$ cat config.mk
export PLATFORM = sky130hd
export DESIGN_NAME = instr_fetch_flat
export DESIGN_NICKNAME = d
export VERILOG_FILES = /design/src/rtl/cpu_pkg.sv /design/src/rtl/instr_fetch_if.sv /design/src/rtl/program_counter.sv /design/src/rtl/instr_fetch.sv /design/src/flat_wrapper.sv
export SDC_FILE = /design/constraint.sdc
export NUM_CORES = 1
export LEC_CHECK = 0
export BUFFER_PORTS_ARGS = -buffer_cell sky130_fd_sc_hd__buf_2
export CAP_MARGIN = 10
export CORE_MARGIN = 4
export CORE_UTILIZATION = 44
export CTS_CLUSTER_DIAMETER = 30
export DETAILED_ROUTE_END_ITERATION = 8
export GPL_ROUTABILITY_DRIVEN = 0
export PLACE_DENSITY = 0.75
export SYNTH_ARGS = -nofsm -noshare
export SYNTH_HDL_FRONTEND = slang
export SYNTH_SLANG_ARGS = --single-unit
$ cat constraint.sdc
create_clock -name clk -period 2.1 [get_ports clk]
set_clock_uncertainty 0.1 [all_clocks]
set_input_delay 0 -clock clk [delete_from_list [all_inputs] [get_ports clk]]
set_output_delay 0 -clock clk [all_outputs]
set_load 0.02 [all_outputs]
$ cat src/rtl/cpu_pkg.sv
// Shared types and constants for the instruction fetch stage.
// Optional feature macro used by the fetch stage: INSTR_FETCH_PERF_EN.
package cpu_pkg;

    localparam int          BUS_WIDTH = 16;
    localparam logic [15:0] NOP       = 16'h0000;
    localparam logic [3:0]  HALT_OP   = 4'hF;

    typedef enum logic [1:0] {
        BOOT   = 2'd0,
        RUN    = 2'd1,
        HALTED = 2'd2
    } fetch_state_t;

    // Saturating increment for the 32-bit performance counters.
    function automatic logic [31:0] sat_inc32(input logic [31:0] value);
        return (value == 32'hFFFF_FFFF) ? value : value + 32'd1;
    endfunction

endpackage

$ cat src/rtl/instr_fetch_if.sv
// Fetch-stage bus: control from decode, instruction memory link and IF/ID outputs.
// With INSTR_FETCH_PERF_EN defined the bus also carries the fetch/stall counters.
interface instr_fetch_if #(
    parameter int BUS_WIDTH = cpu_pkg::BUS_WIDTH
) ();
    import cpu_pkg::*;

    logic                 stall;
    logic                 branch_taken;
    logic [BUS_WIDTH-1:0] branch_target;
    logic [BUS_WIDTH-1:0] instr_address;
    logic [BUS_WIDTH-1:0] instruction;
    logic [BUS_WIDTH-1:0] if_id_instr;
    logic [BUS_WIDTH-1:0] if_id_pc;
    logic                 if_id_valid;
    logic                 halted;
`ifdef INSTR_FETCH_PERF_EN
    logic [31:0]          fetch_count;
    logic [31:0]          stall_count;
`endif

    // Fetch unit side: drives the memory address and the IF/ID register.
    modport master (
        input  stall,
        input  branch_taken,
        input  branch_target,
        input  instruction,
        output instr_address,
        output if_id_instr,
        output if_id_pc,
        output if_id_valid,
        output halted
`ifdef INSTR_FETCH_PERF_EN
        ,
        output fetch_count,
        output stall_count
`endif
    );

    // Surrounding pipeline / memory side.
    modport slave (
        output stall,
        output branch_taken,
        output branch_target,
        output instruction,
        input  instr_address,
        input  if_id_instr,
        input  if_id_pc,
        input  if_id_valid,
        input  halted
`ifdef INSTR_FETCH_PERF_EN
        ,
        input  fetch_count,
        input  stall_count
`endif
    );

endinterface

$ cat src/rtl/program_counter.sv
// Program counter register with a load / hold / increment next-PC mux.
// Increment wraps modulo 2^BUS_WIDTH without any flag.
module program_counter
    import cpu_pkg::*;
#(
    parameter int                   BUS_WIDTH    = cpu_pkg::BUS_WIDTH,
    parameter logic [BUS_WIDTH-1:0] RESET_VECTOR = '0
) (
    input  logic                 clk,
    input  logic                 rst,
    input  logic                 i_load,
    input  logic                 i_inc,
    input  logic                 i_hold,
    input  logic [BUS_WIDTH-1:0] i_target,
    output logic [BUS_WIDTH-1:0] o_pc
);

    logic [BUS_WIDTH-1:0] r_pc;
    logic [BUS_WIDTH-1:0] w_pc_next;

    // Next-PC select: a redirect beats hold, hold beats increment.
    always_comb begin
        // NOTE: default first so every path assigns w_pc_next and no latch is inferred.
        w_pc_next = r_pc;
        if (i_load) begin
            w_pc_next = i_target;
        end else if (i_hold) begin
            w_pc_next = r_pc;
        end else if (i_inc) begin
            w_pc_next = r_pc + BUS_WIDTH'(1);
        end
    end

    // PC register, forced to the reset vector the moment rst rises.
    always_ff @(posedge clk or posedge rst) begin
        // NOTE: non-blocking so every register samples pre-edge values, matching hardware.
        if (rst) begin
            r_pc <= RESET_VECTOR;
        end else begin
            r_pc <= w_pc_next;
        end
    end

    assign o_pc = r_pc;

endmodule

$ cat src/rtl/instr_fetch.sv
// Instruction fetch stage: BOOT/RUN/HALTED FSM, PC control and the IF/ID register.
// Memory is combinational, so the instruction at the PC is captured on the same edge.
// Optional macro INSTR_FETCH_PERF_EN adds saturating fetch/stall counters.
module instr_fetch
    import cpu_pkg::*;
#(
    parameter int                   BUS_WIDTH    = cpu_pkg::BUS_WIDTH,
    parameter logic [BUS_WIDTH-1:0] RESET_VECTOR = '0,
    parameter logic [3:0]           HALT_OP      = cpu_pkg::HALT_OP
) (
    input  logic          clk,
    input  logic          rst,
    instr_fetch_if.master bus
);

    localparam logic [BUS_WIDTH-1:0] NOP_W = BUS_WIDTH'(NOP);

    fetch_state_t         r_state;
    fetch_state_t         w_state_next;

    logic                 w_pc_load;
    logic                 w_pc_inc;
    logic                 w_pc_hold;
    logic                 w_capture;
    logic                 w_flush;
    logic                 w_drop_valid;
    logic                 w_is_halt;
    logic [BUS_WIDTH-1:0] w_pc;

    logic [BUS_WIDTH-1:0] r_if_id_instr;
    logic [BUS_WIDTH-1:0] r_if_id_pc;
    logic                 r_if_id_valid;

    assign w_is_halt = (bus.instruction[BUS_WIDTH-1 -: 4] == HALT_OP);

    program_counter #(
        .BUS_WIDTH    (BUS_WIDTH),
        .RESET_VECTOR (RESET_VECTOR)
    ) u_pc (
        .clk      (clk),
        .rst      (rst),
        .i_load   (w_pc_load),
        .i_inc    (w_pc_inc),
        .i_hold   (w_pc_hold),
        .i_target (bus.branch_target),
        .o_pc     (w_pc)
    );

    // FSM state register.
    always_ff @(posedge clk or posedge rst) begin
        if (rst) begin
            r_state <= BOOT;
        end else begin
            r_state <= w_state_next;
        end
    end

    // FSM next state: BOOT lasts one edge, HALT capture parks, redirect resumes.
    always_comb begin
        w_state_next = r_state;
        unique case (r_state)
            BOOT: begin
                w_state_next = RUN;
            end
            RUN: begin
                if (!bus.branch_taken && !bus.stall && w_is_halt) begin
                    w_state_next = HALTED;
                end
            end
            HALTED: begin
                if (bus.branch_taken) begin
                    w_state_next = RUN;
                end
            end
            default: begin
                w_state_next = BOOT;
            end
        endcase
    end

    // FSM outputs: PC control and IF/ID update strobes for this edge.
    always_comb begin
        w_pc_load    = 1'b0;
        w_pc_inc     = 1'b0;
        w_pc_hold    = 1'b0;
        w_capture    = 1'b0;
        w_flush      = 1'b0;
        w_drop_valid = 1'b0;
        unique case (r_state)
            BOOT: begin
                w_pc_load = bus.branch_taken;
                w_pc_hold = !bus.branch_taken;
            end
            RUN: begin
                if (bus.branch_taken) begin
                    // Redirect wins over stall and over a HALT sitting at the PC.
                    w_pc_load = 1'b1;
                    w_flush   = 1'b1;
                end else if (bus.stall) begin
                    w_pc_hold = 1'b1;
                end else begin
                    w_capture = 1'b1;
                    w_pc_hold = w_is_halt;
                    w_pc_inc  = !w_is_halt;
                end
            end
            HALTED: begin
                // Stall is ignored here; only a redirect moves the PC.
                w_pc_load    = bus.branch_taken;
                w_flush      = bus.branch_taken;
                w_pc_hold    = !bus.branch_taken;
                w_drop_valid = 1'b1;
            end
            default: begin
                w_pc_hold = 1'b1;
            end
        endcase
    end

    // IF/ID pipeline register: flush to NOP, capture, or just retire valid.
    always_ff @(posedge clk or posedge rst) begin
        if (rst) begin
            r_if_id_instr <= NOP_W;
            r_if_id_pc    <= '0;
            r_if_id_valid <= 1'b0;
        end else if (w_flush) begin
            r_if_id_instr <= NOP_W;
            r_if_id_valid <= 1'b0;
        end else if (w_capture) begin
            r_if_id_instr <= bus.instruction;
            r_if_id_pc    <= w_pc;
            r_if_id_valid <= 1'b1;
        end else if (w_drop_valid) begin
            r_if_id_valid <= 1'b0;
        end
    end

    assign bus.instr_address = w_pc;
    assign bus.if_id_instr   = r_if_id_instr;
    assign bus.if_id_pc      = r_if_id_pc;
    assign bus.if_id_valid   = r_if_id_valid;
    assign bus.halted        = (r_state == HALTED);

`ifdef INSTR_FETCH_PERF_EN
    logic [31:0] r_fetch_count;
    logic [31:0] r_stall_count;
    logic        w_stall_edge;

    assign w_stall_edge = (r_state == RUN) && bus.stall && !bus.branch_taken;

    // Saturating counters of captures and of stalled RUN edges.
    always_ff @(posedge clk or posedge rst) begin
        if (rst) begin
            r_fetch_count <= '0;
            r_stall_count <= '0;
        end else begin
            if (w_capture) begin
                r_fetch_count <= sat_inc32(r_fetch_count);
            end
            if (w_stall_edge) begin
                r_stall_count <= sat_inc32(r_stall_count);
            end
        end
    end

    assign bus.fetch_count = r_fetch_count;
    assign bus.stall_count = r_stall_count;
`endif

endmodule

$ cat src/flat_wrapper.sv
// flat-port wrapper written by rule: the top's interface ports become plain ports
module instr_fetch_flat import cpu_pkg::*;
#(
    parameter int                   BUS_WIDTH    = cpu_pkg::BUS_WIDTH,
    parameter logic [BUS_WIDTH-1:0] RESET_VECTOR = '0,
    parameter logic [3:0]           HALT_OP      = cpu_pkg::HALT_OP
)
  (clk, rst, bus_stall, bus_branch_taken, bus_branch_target, bus_instruction, bus_instr_address, bus_if_id_instr, bus_if_id_pc, bus_if_id_valid, bus_halted);
  instr_fetch_if #(.BUS_WIDTH(BUS_WIDTH)) bus_i ();
  input  logic clk;
  input  logic rst;
  input wire logic [$bits(bus_i.stall)-1:0] bus_stall;
  input wire logic [$bits(bus_i.branch_taken)-1:0] bus_branch_taken;
  input wire logic [$bits(bus_i.branch_target)-1:0] bus_branch_target;
  input wire logic [$bits(bus_i.instruction)-1:0] bus_instruction;
  output wire logic [$bits(bus_i.instr_address)-1:0] bus_instr_address;
  output wire logic [$bits(bus_i.if_id_instr)-1:0] bus_if_id_instr;
  output wire logic [$bits(bus_i.if_id_pc)-1:0] bus_if_id_pc;
  output wire logic [$bits(bus_i.if_id_valid)-1:0] bus_if_id_valid;
  output wire logic [$bits(bus_i.halted)-1:0] bus_halted;
  assign bus_i.stall = bus_stall;
  assign bus_i.branch_taken = bus_branch_taken;
  assign bus_i.branch_target = bus_branch_target;
  assign bus_i.instruction = bus_instruction;
  assign bus_instr_address = bus_i.instr_address;
  assign bus_if_id_instr = bus_i.if_id_instr;
  assign bus_if_id_pc = bus_i.if_id_pc;
  assign bus_if_id_valid = bus_i.if_id_valid;
  assign bus_halted = bus_i.halted;
  instr_fetch #(.BUS_WIDTH(BUS_WIDTH), .RESET_VECTOR(RESET_VECTOR), .HALT_OP(HALT_OP)) u_core (.clk(clk), .rst(rst), .bus(bus_i));
endmodule
==> results_dict.tcl <==
set metrics [dict create \
    place_area_um2 2900 \
    yosysWarnings 0 \
    syn-mean-instance-area_um2 11.6 \
    initial_core_util_pct 45.7 \
    r2r_start "u_core.r_state[1]$_DFFE_PP0P_" \
    worstMarginPinSlew_ns 0.697 \
    end_kind "flip-flop" \
    maxSlewViolCount 0 \
    row_count 26 \
    grt_max_degree 52 \
    layout-drive-gt1-share_pct 43.5 \
    min_from "bus_stall" \
    slowest_delay_ns 0.48 \
    startpoint_type "flip-flop" \
    drc 0 \
    cap_violations 0 \
    path_cells "buf_6 > ha_4 > nor3_4 > buf_4 > nand2_1 > or4_1 > a31oi_1" \
    syn2layout_area_growth_pct 50.5 \
    critical-path-top-delay-family "simple AND/OR/NAND/NOR gates" \
    dp_worst_setup_slack_ns -0.0895 \
    final_area_um2 3510 \
    io_pins 86 \
    cp.required_ns 2.23 \
    setup_ws_ns 0.0567 \
    via_count 2144 \
    max-vdd-ir-drop_mv 0.597 \
    hold_class "in -> reg" \
    grt_overflow 0 \
    leakagePower_nw 1.63 \
    cts_root_buf "clkbuf_8" \
    timing.rr.end "u_core.u_pc.o_pc[5]$_DFFE_PP0P_" \
    die_x_um 80.8 \
    status "completed" \
    routedWlPerCell_um 15.0 \
    synth_cells 201 \
    critical_path_buf_inv_count 2 \
    regArea_um2 1280 \
    cts_tree "yes" \
    vias_per_cell 5.17 \
    setup_viol 0 \
    holdPathEnd "u_core.r_state[1]$_DFFE_PP0P_" \
    hold_viol_final 0 \
    synth_nets 243 \
    grt_pass1_wl_mm 9.74 \
    final.period_utilization_pct 97.3 \
    die_area_um2 6530 \
    ys_seq_area_share_pct 54.7 \
    drt_wl_total_mm 6.22 \
    die_y_um 80.8 \
    numPortBuffers 85 \
    grt_pass1_vias 2134 \
    arrival_ns 2.17 \
    regToRegSetupSlack_ns 0.06 \
    placedCellCount 358 \
    clk_path_buf_depth 2 \
    drtPass1Iterations 5 \
    fmax_ghz 0.489 \
    insertion_delay_ns 0.31 \
    fill_cells 406 \
    ant_nets 0 \
    multi_input_area_um2 1050 \
    slew_headroom_pct 53.5 \
    ys_ff_latch 51 \
    dp_hpwl_mm 3.92 \
    power_density_nw_per_um2 1050 \
    antenna_found_initial 0 \
    holdPathStages 4 \
    h-tree-depth 2 \
    diodes 0 \
    synth.distinct_cells 35 \
    clkTransAtPathRegs_ns 0.10 \
    min_period_ns 2.04 \
    num-nets-final 386 \
    cts_inserted_buffers 5 \
    r2r_cells 7 \
    initialDrtViolationCount 104 \
    startpoint "u_core.r_state[1]$_DFFE_PP0P_" \
    critPathSlowestCell "or4_1" \
    cts.sinks 51 \
    crit_type "reg -> reg" \
    layout.cells.non_filler 415 \
    synth_area_um2 2330 \
    grt_usage_pct 19.2 \
    coreArea_um2 5110 \
    cp_max_fo 4 \
]
per-layer routing:
layer | share of wire (%) | vias to the layer above | track usage [%]
li1 | - | 1040 | -
met4 | 1.5 | 0 | 5.07
met5 | 0 | - | 0
met1 | 42 | 1012 | 23.4
met3 | 8.4 | 11 | 5.99
met2 | 48 | 81 | 33.1
timing repair:
item	CTS	global route
hold buffers	34	0
resized for setup	5	9
setup buffers	5	10
setup endpoints to repair	21	16
endpoints found under the hold margin	84	0
cloned	0	0
pin swaps	4	7
cells by family after synthesis:
kind of cell / share of synthesized area [%]
adders and majority gates: 3.22
xor gates and xnor gates: 0.751
buffers and inverters: 2.15
and+or+nand+nor: 15.9
DFF: 54.7
AOI/OAI and AO/OA: 15.1
muxes: 8.15
registers in the layout, indices dropped and copies added (netlist names):
signal,flops
u_core.bus.if_id_instr,16
u_core.bus.if_id_pc,16
u_core.u_pc.o_pc,16
u_core.r_state,2
u_core.bus.if_id_valid,1
cell type report:
cell class,count,area share (%)
Sequential cell,51,36.4
Timing Repair Buffer,144,28.0
Clock buffer,5,1.96
Multi-Input combinational cell,138,30.1
Clock inverter,3,0.749
Inverter,4,0.428
Tap cell,70,2.50
power by group:
part | internal, mW | switching [mW]
registers | 1.29 | 0.201
clock network | 0.246 | 0.351
logic | 0.700 | 0.885
stage by stage:
stage | total power, mW | util (%) | hold slack (ns) | setup TNS, ns
3_3_place_gp | 2.89 | 56.9 | -0.0378 | -0.0181
2_1_floorplan | 2.42 | - | 0.00834 | 0
3_5_place_dp | 2.93 | 56.9 | -0.0282 | -1.34
4_1_cts | 3.60 | 66.4 | 0.0274 | 0
5_1_grt | 3.89 | 68.7 | 0.0562 | -0.0223
6_report | 3.68 | 68.7 | 0.0444 | 0
worst register-to-register path, delay by kind of cell, from the launching register on:
family / cells / cell delay (ns)
AO/OA/AOI/OAI: 1 / 0.17
adder cells (fa/ha/maj): 1 / 0.16
buffers and inverters: 2 / 0.30
flip-flops: 1 / 0.43
AND/OR/NAND/NOR: 3 / 0.81
cells in the final DEF (no fill, tap or decap), types with 4 or more instances in the layout:
cell / n
o21ai_0: 13
nand3_1: 8
or4_1: 4
dlygate4sd3_1: 34
o31ai_1: 5
buf_4: 20
a31oi_1: 12
nor2_1: 13
or3_1: 8
clkbuf_8: 5
buf_6: 4
nand4_1: 5
dfrtp_1: 51
a22o_1: 16
mux2_2: 16
buf_2: 85
nand2_1: 11
how the worst max path moves through the flow:
| stage | slack, ns | depth (start not counted) | to |
|---|---|---|---|
| floorplan | 0.02 | 6 | u_core.u_pc.o_pc[10]$_DFFE_PP0P_ |
| global placement | -0.004 | 4 | u_core.bus.if_id_instr[1]$_DFFE_PP0P_ |
| detailed placement | -0.09 | 5 | u_core.bus.if_id_instr[14]$_DFFE_PP0P_ |
| CTS | 0.03 | 7 | u_core.u_pc.o_pc[12]$_DFFE_PP0P_ |
| global route | -0.009 | 7 | u_core.u_pc.o_pc[5]$_DFFE_PP0P_ |
| finish | 0.06 | 7 | u_core.u_pc.o_pc[5]$_DFFE_PP0P_ |
synth_stat cells:
cell type   n  area share, %
buf_1       1           0.16
nor2b_1     1           0.27
nor4b_1     1           0.38
a22oi_1     1           0.32
o21ai_0    13            2.8
mux2i_1     1           0.43
o211ai_1    1           0.32
nor4bb_1    1           0.43
nor3_4      1           0.70
nand2b_1    1           0.27
or3_1       8            2.1
and4_1      1           0.38
nand3_4     1           0.75
a22o_1     16            6.0
a31o_2      1           0.38
buf_2       4           0.86
o31ai_1     5            1.6
nand4_1     5            1.3
and2_1      1           0.27
a21oi_1     2           0.43
nand2_1    12            1.9
dfrtp_1    51             55
clkbuf_1    3           0.48
ha_1        6            3.2
nand4_2     1           0.54
mux2_2     16            7.7
nor2_1     13            2.1
a31oi_1    12            3.2
or4_1       4            1.3
xor2_1      2           0.75
and4_2      1           0.43
nor3b_2     1           0.54
nand3_1     8            1.7
inv_1       4           0.64
or3_4       1           0.48
No activity file was read; power rests on OpenSTA's default activity.
